$ cat src/rtl/extmem_bridge_pkg.sv
// Shared types and default sizing for the external-memory bridge.
// The state enum is used by the top-level sequencer.
package extmem_bridge_pkg;

    localparam int ADDR_W_DEF   = 32;
    localparam int DATA_W_DEF   = 16;
    localparam int WF_DEPTH_DEF = 8;

    typedef enum logic [1:0] {
        IDLE    = 2'd0,
        R_DRAIN = 2'd1,
        R_REQ   = 2'd2,
        R_WAIT  = 2'd3
    } BridgeStates;

endpackage

$ cat src/rtl/bridge_wfifo.sv
// Posted-write FIFO holding {addr, data} pairs for the memory-side drain.
// Depth must be a power of two so the pointers wrap on their own.
module bridge_wfifo
    import extmem_bridge_pkg::*;
#(
    parameter int ADDR_W = ADDR_W_DEF,
    parameter int DATA_W = DATA_W_DEF,
    parameter int DEPTH  = WF_DEPTH_DEF
) (
    input  logic                         clk,
    input  logic                         rst,
    input  logic                         push,
    input  logic [ADDR_W-1:0]            push_addr,
    input  logic [DATA_W-1:0]            push_data,
    input  logic                         pop,
    output logic [ADDR_W-1:0]            head_addr,
    output logic [DATA_W-1:0]            head_data,
    output logic [$clog2(DEPTH+1)-1:0]   count,
    output logic                         full,
    output logic                         empty
);

    localparam int PTR_W = $clog2(DEPTH);
    localparam int CNT_W = $clog2(DEPTH+1);
    localparam int ENT_W = ADDR_W + DATA_W;

    logic [ENT_W-1:0] mem [DEPTH];
    logic [PTR_W-1:0] wr_ptr;
    logic [PTR_W-1:0] rd_ptr;
    logic             do_push;
    logic             do_pop;

    assign full    = (count == CNT_W'(DEPTH));
    assign empty   = (count == '0);
    assign do_push = push & ~full;
    assign do_pop  = pop & ~empty;

    assign {head_addr, head_data} = mem[rd_ptr];

    // Storage needs no reset; count/pointers define what is valid.
    always_ff @(posedge clk) begin
        if (do_push) begin
            mem[wr_ptr] <= {push_addr, push_data};
        end
    end

    always_ff @(posedge clk or negedge rst) begin
        if (!rst) begin
            wr_ptr <= '0;
            rd_ptr <= '0;
            count  <= '0;
        end else begin
            if (do_push) begin
                wr_ptr <= wr_ptr + PTR_W'(1);
            end
            if (do_pop) begin
                rd_ptr <= rd_ptr + PTR_W'(1);
            end
            case ({do_push, do_pop})
                2'b10:   count <= count + CNT_W'(1);
                2'b01:   count <= count - CNT_W'(1);
                default: count <= count;
            endcase
        end
    end

endmodule

$ cat src/rtl/extmem_bridge.sv
// Bridges controller memory requests to the off-chip port: writes are posted
// through a FIFO, reads wait for every earlier write to drain first.
//
// state   | meaning
// IDLE    | accepting requests, draining posted writes
// R_DRAIN | read latched, still draining writes ahead of it
// R_REQ   | read request on the memory port, waiting for grant
// R_WAIT  | read granted, waiting for m_rvalid
module extmem_bridge
    import extmem_bridge_pkg::*;
#(
    parameter int ADDR_W   = ADDR_W_DEF,
    parameter int DATA_W   = DATA_W_DEF,
    parameter int WF_DEPTH = WF_DEPTH_DEF
) (
    input  logic              clk,
    input  logic              rst,
    input  logic              c_we,
    input  logic [ADDR_W-1:0] c_wr_addr,
    input  logic [DATA_W-1:0] c_wr_data,
    input  logic              c_re,
    input  logic [ADDR_W-1:0] c_rd_addr,
    output logic [DATA_W-1:0] c_rd_data,
    output logic              c_rd_valid,
    output logic              c_stall,
    output logic              m_req,
    output logic              m_we,
    output logic [ADDR_W-1:0] m_addr,
    output logic [DATA_W-1:0] m_wdata,
    input  logic              m_gnt,
    input  logic              m_rvalid,
    input  logic [DATA_W-1:0] m_rdata
);

    localparam int CNT_W = $clog2(WF_DEPTH+1);

    BridgeStates       state;
    BridgeStates       state_nxt;
    logic [ADDR_W-1:0] rd_addr_q;
    logic [ADDR_W-1:0] head_addr;
    logic [DATA_W-1:0] head_data;
    logic [CNT_W-1:0]  wf_count;
    logic              wf_full;
    logic              wf_empty;
    logic              wf_push;
    logic              wf_pop;
    logic              rd_accept;
    logic              rd_return;
    logic              drain_phase;

    // Stall depends on registers only, so the controller sees it early in the cycle.
    assign c_stall     = wf_full | (state != IDLE);
    assign wf_push     = c_we & ~c_stall;
    assign rd_accept   = c_re & ~c_stall;
    assign drain_phase = ((state == IDLE) || (state == R_DRAIN)) && !wf_empty;
    assign wf_pop      = drain_phase & m_gnt;
    assign rd_return   = (state == R_WAIT) & m_rvalid;

    bridge_wfifo #(
        .ADDR_W (ADDR_W),
        .DATA_W (DATA_W),
        .DEPTH  (WF_DEPTH)
    ) u_wfifo (
        .clk       (clk),
        .rst       (rst),
        .push      (wf_push),
        .push_addr (c_wr_addr),
        .push_data (c_wr_data),
        .pop       (wf_pop),
        .head_addr (head_addr),
        .head_data (head_data),
        .count     (wf_count),
        .full      (wf_full),
        .empty     (wf_empty)
    );

    always_ff @(posedge clk or negedge rst) begin
        if (!rst) begin
            state <= IDLE;
        end else begin
            state <= state_nxt;
        end
    end

    always_comb begin
        state_nxt = state;
        case (state)
            IDLE:    if (rd_accept)         state_nxt = R_DRAIN;
            R_DRAIN: if (wf_count == '0)    state_nxt = R_REQ;
            R_REQ:   if (m_gnt)             state_nxt = R_WAIT;
            R_WAIT:  if (m_rvalid)          state_nxt = IDLE;
            default:                        state_nxt = IDLE;
        endcase
    end

    // Memory-side mux: posted writes first, then the single outstanding read.
    always_comb begin
        m_req   = 1'b0;
        m_we    = 1'b0;
        m_addr  = '0;
        m_wdata = '0;
        if (drain_phase) begin
            m_req   = 1'b1;
            m_we    = 1'b1;
            m_addr  = head_addr;
            m_wdata = head_data;
        end else if (state == R_REQ) begin
            m_req   = 1'b1;
            m_addr  = rd_addr_q;
        end
    end

    always_ff @(posedge clk or negedge rst) begin
        if (!rst) begin
            c_rd_valid <= 1'b0;
            c_rd_data  <= '0;
            rd_addr_q  <= '0;
        end else begin
            c_rd_valid <= rd_return;
            if (rd_return) begin
                c_rd_data <= m_rdata;
            end
            if (rd_accept) begin
                rd_addr_q <= c_rd_addr;
            end
        end
    end

endmodule

$ cat config.mk
export PLATFORM = sky130hd
export DESIGN_NAME = extmem_bridge
export DESIGN_NICKNAME = d
export VERILOG_FILES = /design/src/rtl/extmem_bridge_pkg.sv /design/src/rtl/bridge_wfifo.sv /design/src/rtl/extmem_bridge.sv
export SDC_FILE = /design/constraint.sdc
export NUM_CORES = 1
export LEC_CHECK = 0
export ABC_CLOCK_PERIOD_IN_PS = 14900
export BUFFER_PORTS_ARGS = -buffer_cell sky130_fd_sc_hd__buf_2
export CAP_MARGIN = 5
export CORE_ASPECT_RATIO = 0.6
export CORE_MARGIN = 2
export CORE_UTILIZATION = 50
export DETAILED_ROUTE_END_ITERATION = 16
export PLACE_DENSITY = 0.75
export SYNTH_ARGS = -nofsm -noshare
export SYNTH_HDL_FRONTEND = slang
export SYNTH_SLANG_ARGS = --single-unit
$ cat constraint.sdc
create_clock -name clk -period 14.9 [get_ports clk]
set_clock_uncertainty 0.2 [all_clocks]
set_input_delay 1.49 -clock clk [delete_from_list [all_inputs] [get_ports clk]]
set_output_delay 1.49 -clock clk [all_outputs]
set_load 0.05 [all_outputs]
==> results.md, run 1 <==
* Status: finished clean
* Post-CTS Setup Inserts at 0
* Post-synthesis xor/xnor area fraction at 0.004490
* Most frequent cells after synthesis: 384 x edfxtp_1, 144 x mux2i_1, 67 x nand3_1
* Synth Area in Compound Gates at 0.03086
* Final net count at 1,258
* DR WL/cell at about 23 um
* GP Congestion at just over 0.7
* Final setup viols at 0
* Adder-Cell Fraction of Synth Area at 0.007128
* Clock Pin Slew Worst Setup and Hold Paths at roughly 0.070 ns
* CP arrival at about 4.5 ns
* Fin crit period at 6.205 ns
* Top layer in use: met4
* Most common cell in the synthesized netlist: edfxtp_1
* Register area share after synthesis at 0.7438
* RSZ-0062 raised after global routing: false
* FF+latch count, synth at between 400 and 500
* Clk buf depth at 3
* Die Height at around 150 um
* Metal3 WL at between 2000 and 2500 um
* Worst reg2reg setup slack at between 10 and 15 ns
* Commonest register cell after synthesis: edfxtp_1
* Peak VDD IR at 0.0001769 V
* Via count at around 9,300
* Startpoint types: register
* CTS Root Cell: clkbuf_16
* Clk_lat worst skew at between 0.5 and 0.6 ns
* Tot GR Track Use at 0.2081
* Synthesized area at ~18,000 um^2
* Final Hold Viols at 0
* Clock sinks at around 450
* Post-synth EDFFs at ~380
* Worst Setup SP: u_wfifo.rd_ptr[0]
* Vias/cell at 5.628
* Main combinational cell family by area after synthesis: multiplexers
* Final antenna-violating net count at 0
* Crit. End Element: primary output
* Setup TNS at 0 ns
* Resized cells post-CTS at 0
* Largest net degree at the start of global routing at 69
* Placed Cells at between 1,500 and 2,000
* Num rows at 53
* First-pass GRT wire length at approximately 57,000 um
* RR Startpoint: state[0]
* Die W at 245.9 um
* Detail Placement HPWL at ~21,000 um
* Share of layout cells above drive strength 1 at 0.2816
* Gr ovfl total at 0
* Unique masters post-synth at 38
* I/O Buffers at about 170
* LEAKAGE at between 0.007 and 0.008 uW
* Final WL at 38,060 um
* Fill cells at 2,604
* Number of buffers created by CTS at 41
* Pin slew with the least headroom to its limit at ~1.2 ns
* R2R cell count at 13
* Fmax achieved at 161.2 MHz
* Area Growth Syn to Fin at 14.83%
* Crit Path Category: register to primary output
* Slew HR at 0.2064
* Core Area at about 35,000 um^2
* CTS tree: yes
* Final worst-path cycle share at 0.4164
* Required time of the critical path at between 10 and 15 ns
* Number of global-route vias before repair at between 9,000 and 10,000
* Max-Cap Viols at 0
* CTS H-tree depth at 2
* First DRT Iteration DRCs at approximately 720
* Worst Hold Launch: rd_addr_q[22]
* Post-synthesis cell count at 977
* Ys async rst share at 0.1371
* Post-Layout Cell Count at roughly 1,700
* Syn_nets at approximately 1,100
* Initial antenna violation count at 4
* Post-synth top area cell: edfxtp_1
* Met2 routed WL at around 18,000 um
* Power, Total at roughly 4400 uW
* CP Max Fanout at 68
* Synth top area share at 0.6569
* FF-to-FF End: u_wfifo.count[2]
* Hold buffer count at cts at 0
* First-pass DRT Iterations at 5
* Avg Cell Area, Syn at 17.97 um^2
* Count of pins over their slew limit at 0
* Top post-synthesis cells by area: edfxtp_1 66%, dfrtp_1 8.7%, mux2i_1 8.2%
* Power per cell area at about 220 nW/um^2
* Die ar. at approximately 37,000 um^2
* Hold WC Path Type: register to register
* Yosys warns at 0
* IO Pins at between 150 and 200
* Critical Path End: m_addr[16]
* Post-synthesis mux area share at 0.1567
* Initial cell density of the core at 0.5042
* Synth Area in Simple Gates at 0.04041
* # DRC at 0
* WL met1 at about 18,000 um
[stage by stage]
| step | hold slack (ns) | instance area (um^2) | setup slack, ns | utilization |
|---|---|---|---|---|
| 3_5_place_dp | 0.2838 | 18920 | 9.258 | 0.5434 |
| 2_1_floorplan | 0.2651 | 17550 | 9.053 | - |
| 3_3_place_gp | 0.2754 | 18920 | 9.283 | 0.5434 |
| 4_1_cts | 0.2990 | 20150 | 8.653 | 0.5787 |
| 6_report | 0.2993 | 20160 | 8.695 | 0.5790 |
| 5_1_grt | 0.3114 | 20150 | 8.316 | 0.5787 |
[registers in the layout, summed over array words and instances (netlist names)]
name,count
c_rd_valid,1
rd_addr_q,32
state,2
c_rd_data,16
u_wfifo.mem,384
u_wfifo.count,4
u_wfifo.wr_ptr,3
u_wfifo.rd_ptr,3
[how the worst min path moves through the flow]
stage                          endpoint  depth (start not counted)
after floorplan           rd_addr_q[10]                          1
after global placement    rd_addr_q[22]                          1
after detailed placement  rd_addr_q[22]                          1
after CTS                 rd_addr_q[22]                          1
after global routing      c_rd_data[10]                          1
final                     rd_addr_q[22]                          1
[layout by cell type, fill, tap and decap left out, drive strengths merged]
cell	count
mux2i	144
and2	1
mux2	52
or4	1
xnor2	4
clkinv	20
o41ai	1
nand2	38
bufinv	1
a211o	1
ha	10
buf	183
mux4	32
o22a	1
or4b	1
a21boi	1
inv	9
nand2b	7
diode	4
nor2b	2
nand3	68
clkinvlp	1
nor3b	1
a21oi	2
a22oi	64
clkbuf	51
nor2	27
nand3b	1
nor3	2
dfrtp	61
edfxtp	384
and3	1
o21ai	1
xor2	5
a41oi	1
[cell type report]
| cell class | count | area (um^2) | area share |
|---|---|---|---|
| clock buffers | 51 | 1064 | 0.05276 |
| well taps | 467 | 584.3 | 0.02899 |
| flip-flops and latches | 445 | 13060 | 0.6480 |
| diodes | 4 | 10.01 | 0.0004966 |
| multi-input cells | 469 | 4295 | 0.2131 |
| repair buffers | 183 | 953.4 | 0.04730 |
| inverters | 6 | 22.52 | 0.001117 |
| clock inverters | 25 | 165.2 | 0.008194 |
[worst max-delay path, cell delays in order, from the launching register on]
cell     delay, ns
dfrtp_4       0.85
buf_4         0.95
buf_4         1.01
mux2i_1       0.23
a22oi_1       0.22
nand3_1       0.16
nand2_1       0.12
buf_2         0.26
[per-layer routing]
| layer | track usage | up-vias |
|---|---|---|
| met3 | 0.03652 | 48 |
| met5 | 0 | - |
| met2 | 0.3292 | 268 |
| met1 | 0.3085 | 4786 |
| li1 | - | 4185 |
| met4 | 0.03970 | 0 |
[cell families (layout without fill, tap and decap cells)]
group | Yosys count | in the layout
compound gates | 72 | 72
xor+xnor | 9 | 9
fa+ha+maj | 10 | 10
buf+inv | 63 | 265
flops | 445 | 445
mux | 228 | 228
other cells | 0 | 4
simple gates | 150 | 150
[where the power goes]
group	total [uW]	internal (uW)	switching, uW
registers	1620	1510	113
clock network	979	529	449
logic	1750	545	1210
Note: power is estimated with default switching activity, not from simulation.
==> inputs of run 2 (changes only) <==
--- a/config.mk
+++ b/config.mk
@@ -5,14 +5,14 @@
 export SDC_FILE = /design/constraint.sdc
 export NUM_CORES = 1
 export LEC_CHECK = 0
-export ABC_CLOCK_PERIOD_IN_PS = 14900
+export ABC_CLOCK_PERIOD_IN_PS = 5500
 export BUFFER_PORTS_ARGS = -buffer_cell sky130_fd_sc_hd__buf_2
 export CAP_MARGIN = 5
 export CORE_ASPECT_RATIO = 0.6
 export CORE_MARGIN = 2
 export CORE_UTILIZATION = 50
 export DETAILED_ROUTE_END_ITERATION = 16
-export PLACE_DENSITY = 0.75
+export PLACE_DENSITY = 0.78
 export SYNTH_ARGS = -nofsm -noshare
 export SYNTH_HDL_FRONTEND = slang
 export SYNTH_SLANG_ARGS = --single-unit
==> constraint.sdc (replaced) <==
create_clock -name clk -period 5.5 [get_ports clk]
set_clock_uncertainty 0.2 [all_clocks]
set_input_delay 0.55 -clock clk [delete_from_list [all_inputs] [get_ports clk]]
set_output_delay 0.55 -clock clk [all_outputs]
set_load 0.05 [all_outputs]
==> run 2 against run 1 <==
  * Final cell count fell by 0.18%
  * Setup slack lost 7.1 ns
  * Sequential power increased to 2.7 times the previous value
  * Global-route usage is 0.91 points lower
  * Largest cell class unchanged
  * Combinational power grew to 2.7 times the previous value
  * Critical path type unchanged
  * Register-to-register slack worse by 9.3 ns
  * Critical endpoint is now m_addr[19]
  * Wire length is 5.0% lower
  * Clock-buffer cell count down 5
  * Total power rose to 2.8 times the previous value
==> results.md, run 2 (synthesis results as in run 1) <==
* Slowest cell on crit path: dfrtp_2 (was buf_4)
* Worst-path cell chain: nor2b_4 > a22oi_1 > nand3_1 > nand2_1 > buf_2 (was buf_4 > buf_4 > mux2i_1 > a22oi_1 > nand3_1 > nand2_1 > buf_2)
* Num rows at 53 (unchanged)
* Pin slew with the least headroom to its limit at 1.100 ns (was 1.190 ns)
* Tot GR Track Use at 0.1990 (was 0.2081)
* CTS H-tree depth at 2 (unchanged)
* Final Hold Viols at 0 (unchanged)
* Post-Layout Cell Count at 1,647 (was 1,650)
* Number of buffers created by CTS at 40 (was 41)
* Detail Placement HPWL at 21,630 um (was 20,780 um)
* Die W at 245.9 um (unchanged)
* Hold WC Path Type: input port to register (was register to register)
* Final antenna-violating net count at 0 (unchanged)
* # DRC at 0 (unchanged)
* Placed Cells at 1,571 (was 1,570)
* First-pass GRT wire length at 54,860 um (was 56,720 um)
* IO Pins at 170 (unchanged)
* Max-Cap Viols at 0 (unchanged)
* Final WL at 36,150 um (was 38,060 um)
* Clock sinks at 445 (unchanged)
* Clock Pin Slew Worst Setup and Hold Paths at 0.06 ns (was 0.07 ns)
* Fmax achieved at 252.9 MHz
* R2R cell count at 6 (was 13)
* Largest regs: u_wfifo.mem x384, rd_addr_q x32, c_rd_data x16 (unchanged)
* Power per cell area at 589.6 nW/um^2 (was 216.0 nW/um^2)
* Critical Path End: m_addr[19] (was m_addr[16])
* Storage cell area at 13,060 um^2 (unchanged)
* CP Max Fanout at 38 (was 68)
* Worst reg2reg setup slack at 2.16 ns (was 11.45 ns)
* Largest reg by FF count: u_wfifo.mem (unchanged)
* Count of pins over their slew limit at 0 (unchanged)
* Clk_lat worst skew at 0.54 ns (was 0.55 ns)
* RR Startpoint: state[0] (unchanged)
* Die ar. at 36,670 um^2 (unchanged)
* I/O Buffers at 169 (unchanged)
* Fin crit period at about 4.0 ns
* Commonest cells after routing, fill and taps aside: 384 x edfxtp_1, 168 x buf_2, 144 x mux2i_1 (unchanged)
* Worst Setup SP: u_wfifo.rd_ptr[1] (was u_wfifo.rd_ptr[0])
* Gr ovfl total at 0 (unchanged)
* Area of the multi-input gates at 4295 um^2 (unchanged)
* FF-to-FF End: u_wfifo.mem[3][32] (was u_wfifo.count[2])
* Largest net degree at the start of global routing at 62 (was 69)
* Largest stage delay, worst path at 0.98 ns (was 1.01 ns)
* Slew HR at 0.2648 (was 0.2064)
* Peak VDD IR at 0.0005286 V (was 0.0001769 V)
* Final net count at 1,261 (was 1,258)
* DR WL/cell at 21.95 um (was 23.07 um)
* RSZ-0062 raised after global routing: false (unchanged)
* Max FFs per register at 384 (unchanged)
* First-pass DRT Iterations at 5 (unchanged)
* Power, Total at 11,990 uW (was 4354 uW)
* CTS Root Cell: clkbuf_16 (unchanged)
* GP Congestion at 0.7515 (was 0.7239)
* LEAKAGE at 0.007542 uW (was 0.007457 uW)
* Initial cell density of the core at 0.5042 (unchanged)
* Final setup viols at 0 (unchanged)
* Setup TNS at 0 ns (unchanged)
* Startpoint types: register (unchanged)
* Fill cells at 2,537 (was 2,604)
* Crit. End Element: primary output (unchanged)
* CP arrival at 3.20 ns (was 4.51 ns)
* Core Area at 34,810 um^2 (unchanged)
* Status: finished clean (unchanged)
* Area Growth Syn to Fin at 15.79% (was 14.83%)
* Vias/cell at 5.574 (was 5.628)
* Final Util at 0.5839 (was 0.5790)
* Required time of the critical path at 4.75 ns (was 13.21 ns)
* Initial antenna violation count at 3 (was 4)
* Final worst-path cycle share at 0.7190
* First DRT Iteration DRCs at 795 (was 722)
* Share of layout cells above drive strength 1 at 0.2833 (was 0.2816)
* Via count at 9,181 (was 9,287)
* Number of global-route vias before repair at 9,194 (was 9,189)
* Crit Path Category: register to primary output (unchanged)
* Die Height at 149.1 um (unchanged)
* CTS tree: yes (unchanged)
* Clk buf depth at 3 (unchanged)
* Commonest non-fill, non-tap cell in the layout: edfxtp_1 (unchanged)
run 2: changes by cell type in the layout (fill, tap and decap cells not counted):
cell,previous run,this run
diode_2,4,1
bufinv_16,1,7
inv_16,1,0
clkinv_4,1,0
buf_4,15,14
clkinv_2,8,6
dlygate4sd3_1,0,3
clkinvlp_4,1,0
clkbuf_1,10,5
buf_12,0,2
run 2: cell type report:
type | instances | share of cell area
Clock inverter | 26 | 0.01471
Tap cell | 467 | 0.02875
Inverter | 6 | 0.001108
Sequential cell | 445 | 0.6426
Timing Repair Buffer | 187 | 0.04998
Multi-Input combinational cell | 469 | 0.2113
Clock buffer | 46 | 0.05140
Antenna cell | 1 | 0.0001231
run 2: power by group:
part,switching (uW),total [uW],internal (uW)
logic,3220,4700,1480
clock network,1190,2880,1690
registers,318,4400,4080
run 2: routing by layer:
metal	wire length [um]	global-route usage
met5	25	0
met4	639	0.05394
met3	2301	0.03958
met2	16670	0.3030
met1	16520	0.2958
run 2: how the worst min path moves through the flow:
stage / start / to / slack, ns / cells after the start
after CTS: c_rd_addr[8] / rd_addr_q[8] / 0.002 / 2
after floorplan: rst / c_rd_data[0] / 0.05 / 0
after global routing: c_rd_addr[2] / rd_addr_q[2] / 0.007 / 2
after global placement: rd_addr_q[8] / rd_addr_q[8] / 0.28 / 1
after detailed placement: rd_addr_q[8] / rd_addr_q[8] / 0.28 / 1
final: c_rd_addr[30] / rd_addr_q[30] / 0.03 / 2
run 2: repair_timing:
item                                   4_1_cts  5_1_grt
resized for setup                            0        0
hold buffers                                 3        0
buffers inserted                             0        0
endpoints found under the hold margin       63        0
run 2: worst max-delay path: cells and delay by family (launching register included):
family          cells  cell delay, ns
simple gates        3            1.26
compound gates      1            0.17
flops               1            0.98
buf+inv             1            0.21
run 2: through the flow:
| step | setup WS, ns | instance area [um^2] | hold WS, ns |
|---|---|---|---|
| after floorplan | 0.3727 | 17550 | 0.05441 |
| after global placement | 2.093 | 18950 | 0.2760 |
| after detailed placement | 2.104 | 18950 | 0.2833 |
| after CTS | 1.489 | 20320 | 0.002160 |
| after global routing | 1.329 | 20330 | 0.006532 |
| final | 1.546 | 20330 | 0.02649 |
